$ cat src/rtl/cv32e40p_obi_apb_bridge.sv
// rtl/cv32e40p_obi_apb_bridge.sv - OBI data-port to APB bridge with timeout and sticky error capture
module cv32e40p_obi_apb_bridge #(
   parameter int unsigned TIMEOUT = 16
) (
   input  logic        clk_i,
   input  logic        rst_ni,
   // OBI core side
   input  logic        data_req_i,
   output logic        data_gnt_o,
   output logic        data_rvalid_o,
   input  logic        data_we_i,
   input  logic [3:0]  data_be_i,
   input  logic [31:0] data_addr_i,
   input  logic [31:0] data_wdata_i,
   output logic [31:0] data_rdata_o,
   // APB peripheral side
   output logic        psel_o,
   output logic        penable_o,
   output logic        pwrite_o,
   output logic [31:0] paddr_o,
   output logic [31:0] pwdata_o,
   output logic [3:0]  pstrb_o,
   input  logic        pready_i,
   input  logic [31:0] prdata_i,
   input  logic        pslverr_i,
   // error status
   output logic        err_o,
   output logic [31:0] err_addr_o,
   input  logic        err_clr_i
);

   // Counter is wide enough to hold TIMEOUT; keep at least one bit when timeout is disabled
   localparam int unsigned CW = (TIMEOUT > 0) ? $clog2(TIMEOUT + 1) : 1;
   localparam logic [CW-1:0] CNT_LAST = CW'((TIMEOUT > 0) ? (TIMEOUT - 1) : 0);
   localparam logic [CW-1:0] CNT_MAX  = '1;
   localparam logic [31:0]   TIMEOUT_RDATA = 32'hDEAD_BEEF;

   typedef enum logic [1:0] {
      S_IDLE   = 2'd0,
      S_SETUP  = 2'd1,
      S_ACCESS = 2'd2
   } state_t;

   state_t          r_state;
   state_t          w_next_state;

   logic            r_we;
   logic [3:0]      r_be;
   logic [31:0]     r_addr;
   logic [31:0]     r_wdata;
   logic [CW-1:0]   r_cnt;
   logic            r_rvalid;
   logic [31:0]     r_rdata;
   logic            r_err;
   logic [31:0]     r_err_addr;

   logic            w_gnt;
   logic            w_psel;
   logic            w_penable;
   logic            w_grant;
   logic            w_timeout;
   logic            w_done;
   logic            w_err_event;

   // A grant is only possible in IDLE; req outside IDLE is ignored
   assign w_grant = (r_state == S_IDLE) && data_req_i;

   // Timeout fires on the last allowed wait cycle; pready wins when both coincide
   assign w_timeout = (TIMEOUT != 0) && (r_state == S_ACCESS) && !pready_i
                      && (r_cnt == CNT_LAST);

   // ACCESS ends on either a ready slave or an expired wait budget
   assign w_done = (r_state == S_ACCESS) && (pready_i || w_timeout);

   // Slave error is only meaningful together with pready; timeouts also count
   assign w_err_event = (r_state == S_ACCESS) && ((pready_i && pslverr_i) || w_timeout);

   // State register
   always_ff @(posedge clk_i) begin
      if (!rst_ni) begin
         r_state <= S_IDLE;
      end else begin
         r_state <= w_next_state;
      end
   end

   // Next-state logic: IDLE -> SETUP on grant, SETUP always one cycle, ACCESS until done
   always_comb begin
      w_next_state = r_state;
      case (r_state)
         S_IDLE:   if (w_grant) w_next_state = S_SETUP;
         S_SETUP:  w_next_state = S_ACCESS;
         S_ACCESS: if (w_done) w_next_state = S_IDLE;
         default:  w_next_state = S_IDLE;
      endcase
   end

   // Output decode: grant follows req in IDLE, psel/penable mark the APB phases
   always_comb begin
      w_gnt     = 1'b0;
      w_psel    = 1'b0;
      w_penable = 1'b0;
      case (r_state)
         S_IDLE: begin
            w_gnt = data_req_i;
         end
         S_SETUP: begin
            w_psel = 1'b1;
         end
         S_ACCESS: begin
            w_psel    = 1'b1;
            w_penable = 1'b1;
         end
         default: begin
            w_gnt = 1'b0;
         end
      endcase
   end

   // Holding registers: captured on grant so APB address/data stay stable for the whole transfer
   always_ff @(posedge clk_i) begin
      if (!rst_ni) begin
         r_we    <= 1'b0;
         r_be    <= 4'b0000;
         r_addr  <= 32'h0;
         r_wdata <= 32'h0;
      end else if (w_grant) begin
         r_we    <= data_we_i;
         r_be    <= data_be_i;
         r_addr  <= data_addr_i;
         r_wdata <= data_wdata_i;
      end
   end

   // Wait counter: cleared in SETUP so it starts at zero on ACCESS entry, saturates instead of wrapping
   always_ff @(posedge clk_i) begin
      if (!rst_ni) begin
         r_cnt <= '0;
      end else if (r_state == S_SETUP) begin
         r_cnt <= '0;
      end else if ((r_state == S_ACCESS) && !pready_i && (r_cnt != CNT_MAX)) begin
         r_cnt <= r_cnt + CW'(1);
      end
   end

   // Response: one rvalid pulse per completion, rdata holds until the next completion
   always_ff @(posedge clk_i) begin
      if (!rst_ni) begin
         r_rvalid <= 1'b0;
         r_rdata  <= 32'h0;
      end else begin
         r_rvalid <= w_done;
         if (w_done) begin
            if (w_timeout) begin
               r_rdata <= TIMEOUT_RDATA;
            end else if (r_we) begin
               r_rdata <= 32'h0;
            end else begin
               r_rdata <= prdata_i;
            end
         end
      end
   end

   // Sticky error: first failing address is kept; a clear coinciding with a new error loses to it
   always_ff @(posedge clk_i) begin
      if (!rst_ni) begin
         r_err      <= 1'b0;
         r_err_addr <= 32'h0;
      end else if (w_err_event && (!r_err || err_clr_i)) begin
         r_err      <= 1'b1;
         r_err_addr <= r_addr;
      end else if (err_clr_i) begin
         r_err      <= 1'b0;
         r_err_addr <= 32'h0;
      end
   end

   assign data_gnt_o    = w_gnt;
   assign data_rvalid_o = r_rvalid;
   assign data_rdata_o  = r_rdata;
   assign psel_o        = w_psel;
   assign penable_o     = w_penable;
   assign pwrite_o      = r_we;
   assign paddr_o       = r_addr;
   assign pwdata_o      = r_wdata;
   assign pstrb_o       = r_we ? r_be : 4'b0000;
   assign err_o         = r_err;
   assign err_addr_o    = r_err_addr;

endmodule

$ cat config.mk
export PLATFORM = sky130hd
export DESIGN_NAME = cv32e40p_obi_apb_bridge
export DESIGN_NICKNAME = d
export VERILOG_FILES = /design/src/rtl/cv32e40p_obi_apb_bridge.sv
export SDC_FILE = /design/constraint.sdc
export NUM_CORES = 1
export LEC_CHECK = 0
export CORE_UTILIZATION = 44
export CTS_BUF_LIST = sky130_fd_sc_hd__clkbuf_4
export CTS_CLUSTER_SIZE = 16
export DETAILED_ROUTE_END_ITERATION = 8
export GPL_TIMING_DRIVEN = 0
export PLACE_DENSITY_LB_ADDON = 0.3
export SYNTH_ARGS = -nofsm -noshare
export SYNTH_HDL_FRONTEND = slang
export SYNTH_SLANG_ARGS = --single-unit
$ cat constraint.sdc
create_clock -name clk_i -period 2.5 [get_ports clk_i]
set_input_delay 0.625 -clock clk_i [delete_from_list [all_inputs] [get_ports clk_i]]
set_output_delay 0.625 -clock clk_i [all_outputs]
set_load 0.05 [all_outputs]
Yosys cells after proc, flatten, opt, wreduce, memory -nomap -nowiden --
Index checks and enable logic that the tools add are counted.
Word-level totals: logic and storage cells 49, bits in registers 142, output and inout port bits 138
Operators by class: muxes and demuxes 13, bitwise operators 1, add/sub/neg operators 1, equal/unequal tests 6, reductions and logical operators 18
Operators by type and width (count):
- two-way mux 32 bit | 4
- logical AND 1 bit | 8
- case mux 2 bit (3 select lines) | 1
- adder 5 x 1 -> 5 bit, second input constant | 1
- equality test 5 x 4 -> 1 bit, second input constant | 1
- two-way mux 1 bit | 5
- inequality test 5 bit, second input constant | 1
- two-way mux 2 bit | 2
- two-way mux 4 bit | 1
- inequality test 2 bit, second input constant | 2
- OR reduction 2 bit | 2
- logical OR 1 bit | 3
- equality test 2 x 1 -> 1 bit, second input constant | 1
- equality test 2 bit, second input constant | 1
- zero test 1 bit | 2
- zero test 2 bit | 1
- AND reduction 2 bit | 1
- nonzero test 2 bit | 1
- NOT 1 bit | 1

Logic depth before layout (Yosys ltp) --
Gate-level depths: netlist of run 1.
depth after elaboration 7, mapped depth 8, gate-level depth less buffers 6

Least setup slack after synthesis of run 1 --
Ideal clock, no wire load.
path kind input-to-output, start input data_req_i, end output data_gnt_o, stages on the path 3, data arrival time 1473 ps, setup slack 402 ps, data required time 1875 ps, cells stage by stage nand2_1 inv_2 clkbuf_1
Between the ends: longest elaborated chain between the ends 1
RTL lines:
- start: declaration | RTL line 8 | input logic data_req_i,
- two-way mux 1 bit | RTL line 103 | case (r_state)
- end: declaration | RTL line 9 | output logic data_gnt_o,
No other way between the ends.

Final worst setup path of run 1 --
start register r_addr[14] (netlist: paddr_o[14]), end output paddr_o[14]
RTL lines:
- start: declaration | RTL line 49 | logic [31:0] r_addr;
- start signal: assignment | RTL line 130 | r_addr <= data_addr_i;
- end: declaration | RTL line 20 | output logic [31:0] paddr_o,
No word-level cell between the ends.

==> results of run 1 <==
[stage by stage]
| step | hold WS [ns] | power, uW | util [%] | std cells | area, um^2 |
|---|---|---|---|---|---|
| final | 0.469 | 6880 | 68.6 | 1051 | 8630 |
| after global routing | 0.494 | 7230 | 68.6 | 1051 | 8630 |
| after floorplan | 0.439 | 4480 | - | 602 | 5670 |
| after CTS | 0.474 | 6940 | 68.6 | 1050 | 8620 |
| after global placement | 0.447 | 5390 | 66.2 | 1018 | 8320 |
| after detailed placement | 0.458 | 5460 | 66.2 | 1018 | 8320 |
[worst max-delay path by stage]
stage	startpoint	end	slack, ns	cells past startpoint
after detailed placement	data_req_i	data_gnt_o	-1.0	5
after global routing	r_state[0]	penable_o	0.006	3
after global placement	data_req_i	data_gnt_o	-0.99	5
after floorplan	data_req_i	data_gnt_o	0.40	3
final	paddr_o[14]	paddr_o[14]	0.11	1
after CTS	r_state[0]	data_gnt_o	-0.03	5
[worst reg2reg max path, delay by kind of cell, from the launching register on]
family                   cells  cell delay [ns]
AO/OA/AOI/OAI                2             0.40
AND/OR/NAND/NOR              2             0.31
adder cells (fa/ha/maj)      2             0.43
buffers and inverters        2             0.48
flip-flops                   1             0.35
[final cells by class]
type                            count  area share [%]
Tap cell                          172            2.49
Sequential cell                   142            33.0
Multi-Input combinational cell    406            30.1
Clock buffer                       20            1.74
Buffer                             47            2.41
Inverter                            6           0.290
Antenna cell                        1          0.0290
Clock inverter                     12            1.45
Timing Repair Buffer              245            28.5
[logic make-up (layout without fill, tap and decap cells)]
logic type      Yosys count  after routing  share of synthesized area (%)
mux                      37             37                           6.65
compound gates          105            105                           15.6
other cells               0              1                              0
buf+inv                  54            330                           4.11
simple gates            254            254                           21.4
flops                   142            142                           50.2
xor+xnor                  2              2                          0.309
fa+ha+maj                 8              8                           1.77
[layout by cell type, fill, tap and decap left out, types with 2 or more instances in the layout]
master and n:
nor2_1 6, bufinv_16 3, clkdlybuf4s50_1 235, o221a_2 24, and2_1 5, clkdlybuf4s15_2 5, inv_1 5, clkbuf_4 21
dfxtp_1 142, nor2b_1 25, xnor2_1 2, clkinv_1 8, mux2i_1 35, dlymetal6s2s_1 2, buf_6 3, nand2_1 175
nand2b_1 2, ha_1 8, a22o_1 8, nand3b_1 32, clkbuf_1 36, a21boi_0 70, buf_2 5, clkbuf_2 2
[power by group through the flow]
| stage | Sequential (uW) | Combinational (uW) | Clock, uW |
|---|---|---|---|
| after floorplan | 3600 | 882 | 0 |
| after global placement | 2750 | 2630 | 0 |
| after detailed placement | 2770 | 2690 | 0 |
| after CTS | 2720 | 2720 | 1510 |
| after global routing | 2750 | 2890 | 1590 |
| final | 2720 | 2700 | 1460 |
[flip-flops by register name, summed over array words and instances, names as in the netlist]
register and cells:
data_rdata_o 32, err_addr_o 32, paddr_o 32, pwdata_o 32, r_cnt 5, r_be 4, r_state 2, data_rvalid_o 1
err_o 1, pwrite_o 1
[timing repair]
| item | 4_1_cts | 5_1_grt |
|---|---|---|
| hold buffers | 0 | 0 |
| resized for setup | 23 | 6 |
| endpoints found under the hold margin | 0 | 0 |
| setup endpoints to repair | 7 | 4 |
| setup buffers | 1 | 0 |
| gates cloned | 0 | 0 |
[per-layer routing]
layer | GRT usage, % | up-vias | wire length, um
met4 | 10.3 | 2 | 353
met2 | 44.6 | 179 | 8230
met3 | 9.10 | 28 | 1430
met1 | 26.4 | 2441 | 6370
met5 | 0 | - | 8
li1 | - | 2559 | -
==> metrics.md, run 1 <==
| Metric | Value |
|---|---|
| Clock Skew | `0.0116 ns` |
| Top-area cell type share of the netlist area | `50.2%` |
| H-tree levels | `4` |
| GRT Total Usage | `24.9%` |
| Global-route wire length before repair | `25400 um` |
| Sequential power share | `39.5%` |
| FF+latch count, synth | `142` |
| Crit Path Class | `flop to output port` |
| Worst path slowest cell | `clkdlybuf4s50_1` |
| Multi-input combinational cell area | `2600 um^2` |
| Endpoint, Worst Hold | `pwdata_o[26]` |
| Antenna Nets Post-Route | `0` |
| Fin crit share | `95.5%` |
| Sw Share | `39.3%` |
| Max Clk Rate | `419 MHz` |
| Initial Util | `45.1%` |
| Vias | `5209` |
| Reg2reg path depth | `8` |
| DRT iter0 DRCs | `171` |
| Element type at the critical path start | `flop` |
| GPL Wtd Cong | `0.783` |
| Fillcell total | `1031` |
| Skew-Pair Late Insertion Delay | `0.54 ns` |
| Core area | `12600 um^2` |
| R2r setup slk | `0.47 ns` |
| Slew @ Worst Pin | `0.604 ns` |
| Largest net degree at the start of global routing | `17` |
| Clk buf depth | `2` |
| Fin crit period | `2.39 ns` |
| Synth async-reset ratio | `0%` |
| Hold Startpoint | `pwdata_o[26]` |
| I/O Buffers | `244` |
| Synthesized Nets | `717` |
| EDFF count, synth | `0` |
| Detailed Place HPWL | `12400 um` |
| Maximum vdd ir drop | `0.000483 V` |
| Critical-path maximum fanout | `3` |
| TritonCTS clock tree | `yes` |
| Avg Cell Area, Syn | `9.41 um^2` |
| Row count | `41` |
| R2r endpoint | `data_rdata_o[17]` |
| Residual DRC | `0` |
| Final Hold Fails | `0` |
| Ys Warns | `0` |
| Share of total power in the clock network | `21.2%` |
| Comb pwr share | `39.3%` |
| Hold Path Cell Cnt | `2` |
| Worst path cell trace | `clkdlybuf4s50_1` |
| Most frequent cell after synthesis | `nand2_1` |
| Nets | `980` |
| Gr ovfl total | `0` |
| Area Overhead vs Synth | `52.2%` |
| Req. time, crit path | `1.88 ns` |
| Ports | `245` |
| Drt total wl | `16400 um` |
| Die area | `13300 um^2` |
| Die height | `115 um` |
| Drt wl/cell | `15.6 um` |
| Cell taking the most area after synthesis | `dfxtp_1` |
| Slack of the critical path | `0.112 ns` |
| Via/cell ratio | `4.96` |
| Worst relative slew slack | `59.7%` |
| Leak pwr | `0.00337 uW` |
| Synth top cells by count | `176 x nand2_1, 142 x dfxtp_1, 70 x a21boi_0, 38 x clkbuf_1, 35 x mux2i_1` |
| Die Width | `115 um` |
| Clock sink count | `142` |
| Pre-CTS WS | `-0.996 ns` |
| Endpoint class of the critical path | `output port` |
| Max Cap Violations | `0` |
| Reg2reg start | `r_cnt[0]` |
| Inserted Clock Buffers | `17` |
| Clock slew at reported path FFs | `0.12 ns` |
| Register area | `2840 um^2` |
| Worst hold path class | `flop to flop` |
| Power per cell area | `797 nW/um^2` |
| Sw power | `2700 uW` |
| WP buf/inv | `1` |
| Main synth FF type | `dfxtp_1` |
| Final Slew Violations | `0` |
| Pre-antenna DRT Iters | `4` |
| Post-Synthesis Cells | `602` |
| Synth Cell Area | `5670 um^2` |
| Layout cells sized above 1 | `8.43%` |
| Top post-synthesis cells by area | `dfxtp_1 50%, nand2_1 12%, a21boi_0 9.3%, mux2i_1 6.2%, o221a_2 4.8%` |
| Sequential fraction of the synthesis area | `50.2%` |
| Yosys cell types | `33` |
| Vias in the first global route | `5220` |
| Delay-heaviest family, CP | `buffers and inverters` |
| RSZ-0062 raised after global routing | `no` |
| Clock Tree Root | `clkbuf_4` |
| Internal cell power | `4170 uW` |
| Setup violators final | `0` |
| Fin Setup TNS | `0 ns` |
| Antenna violations before repair | `2` |
| Worst EP arrival | `1.76 ns` |
| Outcome | `finished clean` |
| Peak per-stage delay on the critical path | `0.84 ns` |
(Power assumes the default switching activity.)
==> run 2: changes to the inputs <==
Settings changed: CORE_MARGIN set to 1.5.
==> run 2 against run 1 <==
Power decreased by 2.5%. Setup slack improved by 0.0095 ns. Combinational power about the same. Critical endpoint is now paddr_o[11]. Largest cell class unchanged. Largest power group unchanged. Highest routed layer is now met4.
==> metrics.md, run 2 (same netlist as run 1, synthesis figures left out) <==
| Metric | Value |
|---|---|
| Slew @ Worst Pin | `0.569 ns` |
| Endpoint class of the critical path | `output port` |
| Skew-Pair Late Insertion Delay | `0.55 ns` |
| Final Hold Fails | `0` |
| GPL Wtd Cong | `0.802` |
| Fin crit share | `95.1%` |
| I/O Buffers | `244` |
| Peak per-stage delay on the critical path | `0.82 ns` |
| H-tree levels | `4` |
| Slack of the critical path | `0.122 ns` |
| WP buf/inv | `1` |
| Vias in the first global route | `5174` |
| Inserted Clock Buffers | `17` |
| Fin Setup TNS | `0 ns` |
| Leak pwr | `0.00336 uW` |
| Area Overhead vs Synth | `51.0%` |
| Critical-path maximum fanout | `3` |
| Clock slew at reported path FFs | `0.11 ns` |
| Max Cap Violations | `0` |
| Crit Path Class | `flop to output port` |
| Dpl cell area | `8320 um^2` |
| Via/cell ratio | `4.95` |
| Setup violators final | `0` |
| Core area | `12600 um^2` |
| Req. time, crit path | `1.88 ns` |
| Total power | `6710 uW` |
| Maximum vdd ir drop | `0.000622 V` |
| Outcome | `finished clean` |
| Detailed Place HPWL | `12300 um` |
| Global-route wire length before repair | `25300 um` |
| Max Clk Rate | `420 MHz` |
| Clk buf depth | `2` |
| Final Slew Violations | `0` |
| Stages on worst setup path | `1` |
| Clock Tree Root | `clkbuf_4` |
| Largest net degree at the start of global routing | `17` |
| Row count | `41` |
| Pre-CTS WS | `-0.976 ns` |
| Die area | `13600 um^2` |
| Worst path cell trace | `clkdlybuf4s50_1` |
| Reg2reg path depth | `8` |
| Antenna violations before repair | `0` |
| Delay-heaviest family, CP | `buffers and inverters` |
| Drt wl/cell | `15.5 um` |
| Fin crit period | `2.38 ns` |
| Die height | `116 um` |
| Commonest non-fill, non-tap cell in the layout | `clkdlybuf4s50_1` |
| Antenna Nets Post-Route | `0` |
| Most frequent cells in the layout | `234 x clkdlybuf4s50_1, 175 x nand2_1, 142 x dfxtp_1` |
| Post-Layout Cell Count | `1051` |
| Worst relative slew slack | `61.9%` |
| Post-route cell area | `8560 um^2` |
| Element type at the critical path start | `flop` |
| Cells after DPL | `1018` |
| Initial Util | `45.1%` |
| GRT Total Usage | `24.3%` |
| Worst path slowest cell | `clkdlybuf4s50_1` |
| Hold Path Cell Cnt | `2` |
| Worst hold path class | `flop to flop` |
| Drt total wl | `16300 um` |
| Power per cell area | `784 nW/um^2` |
| Nets | `980` |
| Layout cells sized above 1 | `9.00%` |
| Clock Skew | `0.0180 ns` |
| Pre-antenna DRT Iters | `4` |
| Ports | `245` |
| Gr ovfl total | `0` |
| Die Width | `116 um` |
| Residual DRC | `0` |
| DRT iter0 DRCs | `219` |
| Hold buffers post-CTS | `0` |
| Vias | `5206` |
| TritonCTS clock tree | `yes` |
| Fillcell total | `1007` |
| Worst EP arrival | `1.75 ns` |
| Clock sink count | `142` |
==> run 2: path summary, 6_finish.rpt <==
kind                 endpoint    startpoint  slack [ns]
min reg2reg      pwdata_o[22]  pwdata_o[22]        0.46
max reg2reg  data_rdata_o[20]      r_cnt[0]        0.49
max               paddr_o[11]   paddr_o[11]        0.12
min              pwdata_o[22]  pwdata_o[22]        0.46
==> run 2: metal layers <==
metal / GRT usage, % / up-vias / wire, um
li1: - / 2547 / -
met1: 26.5 / 2431 / 6440
met2: 41.6 / 190 / 7840
met3: 10.1 / 38 / 1540
met4: 10.7 / 0 / 466
met5: 0 / - / 0
==> run 2: per-stage QoR <==
stage / utilization [%] / hold slack, ns
2_1_floorplan: - / 0.439
6_report: 68.1 / 0.464
5_1_grt: 68.1 / 0.498
3_3_place_gp: 66.2 / 0.448
3_5_place_dp: 66.2 / 0.454
4_1_cts: 68.3 / 0.468
==> run 2: repair_timing <==
| item | 4_1_cts | 5_1_grt |
|---|---|---|
| buffers inserted | 1 | 0 |
| endpoints found under the setup margin | 8 | 8 |
| resized for setup | 24 | 15 |
==> run 2: area by class of cell <==
cell class	instances	area (um^2)	area share, %
clock inverter	10	72.6	0.848
clock buffer	22	165	1.93
buffer	47	210	2.46
tap	172	215	2.51
antenna	1	2.50	0.0292
timing repair buffer	245	2420	28.3
inverter	6	25.0	0.292
sequential	142	2840	33.2
multi-input combinational	406	2600	30.4
==> run 2: power by group <==
part,total (uW),internal (uW),leakage [uW],switching (uW)
sequential,2710,2540,0.00116,176
clock,1300,528,0.000137,776
combinational,2690,929,0.00207,1760
total,6710,4000,0.00336,2710
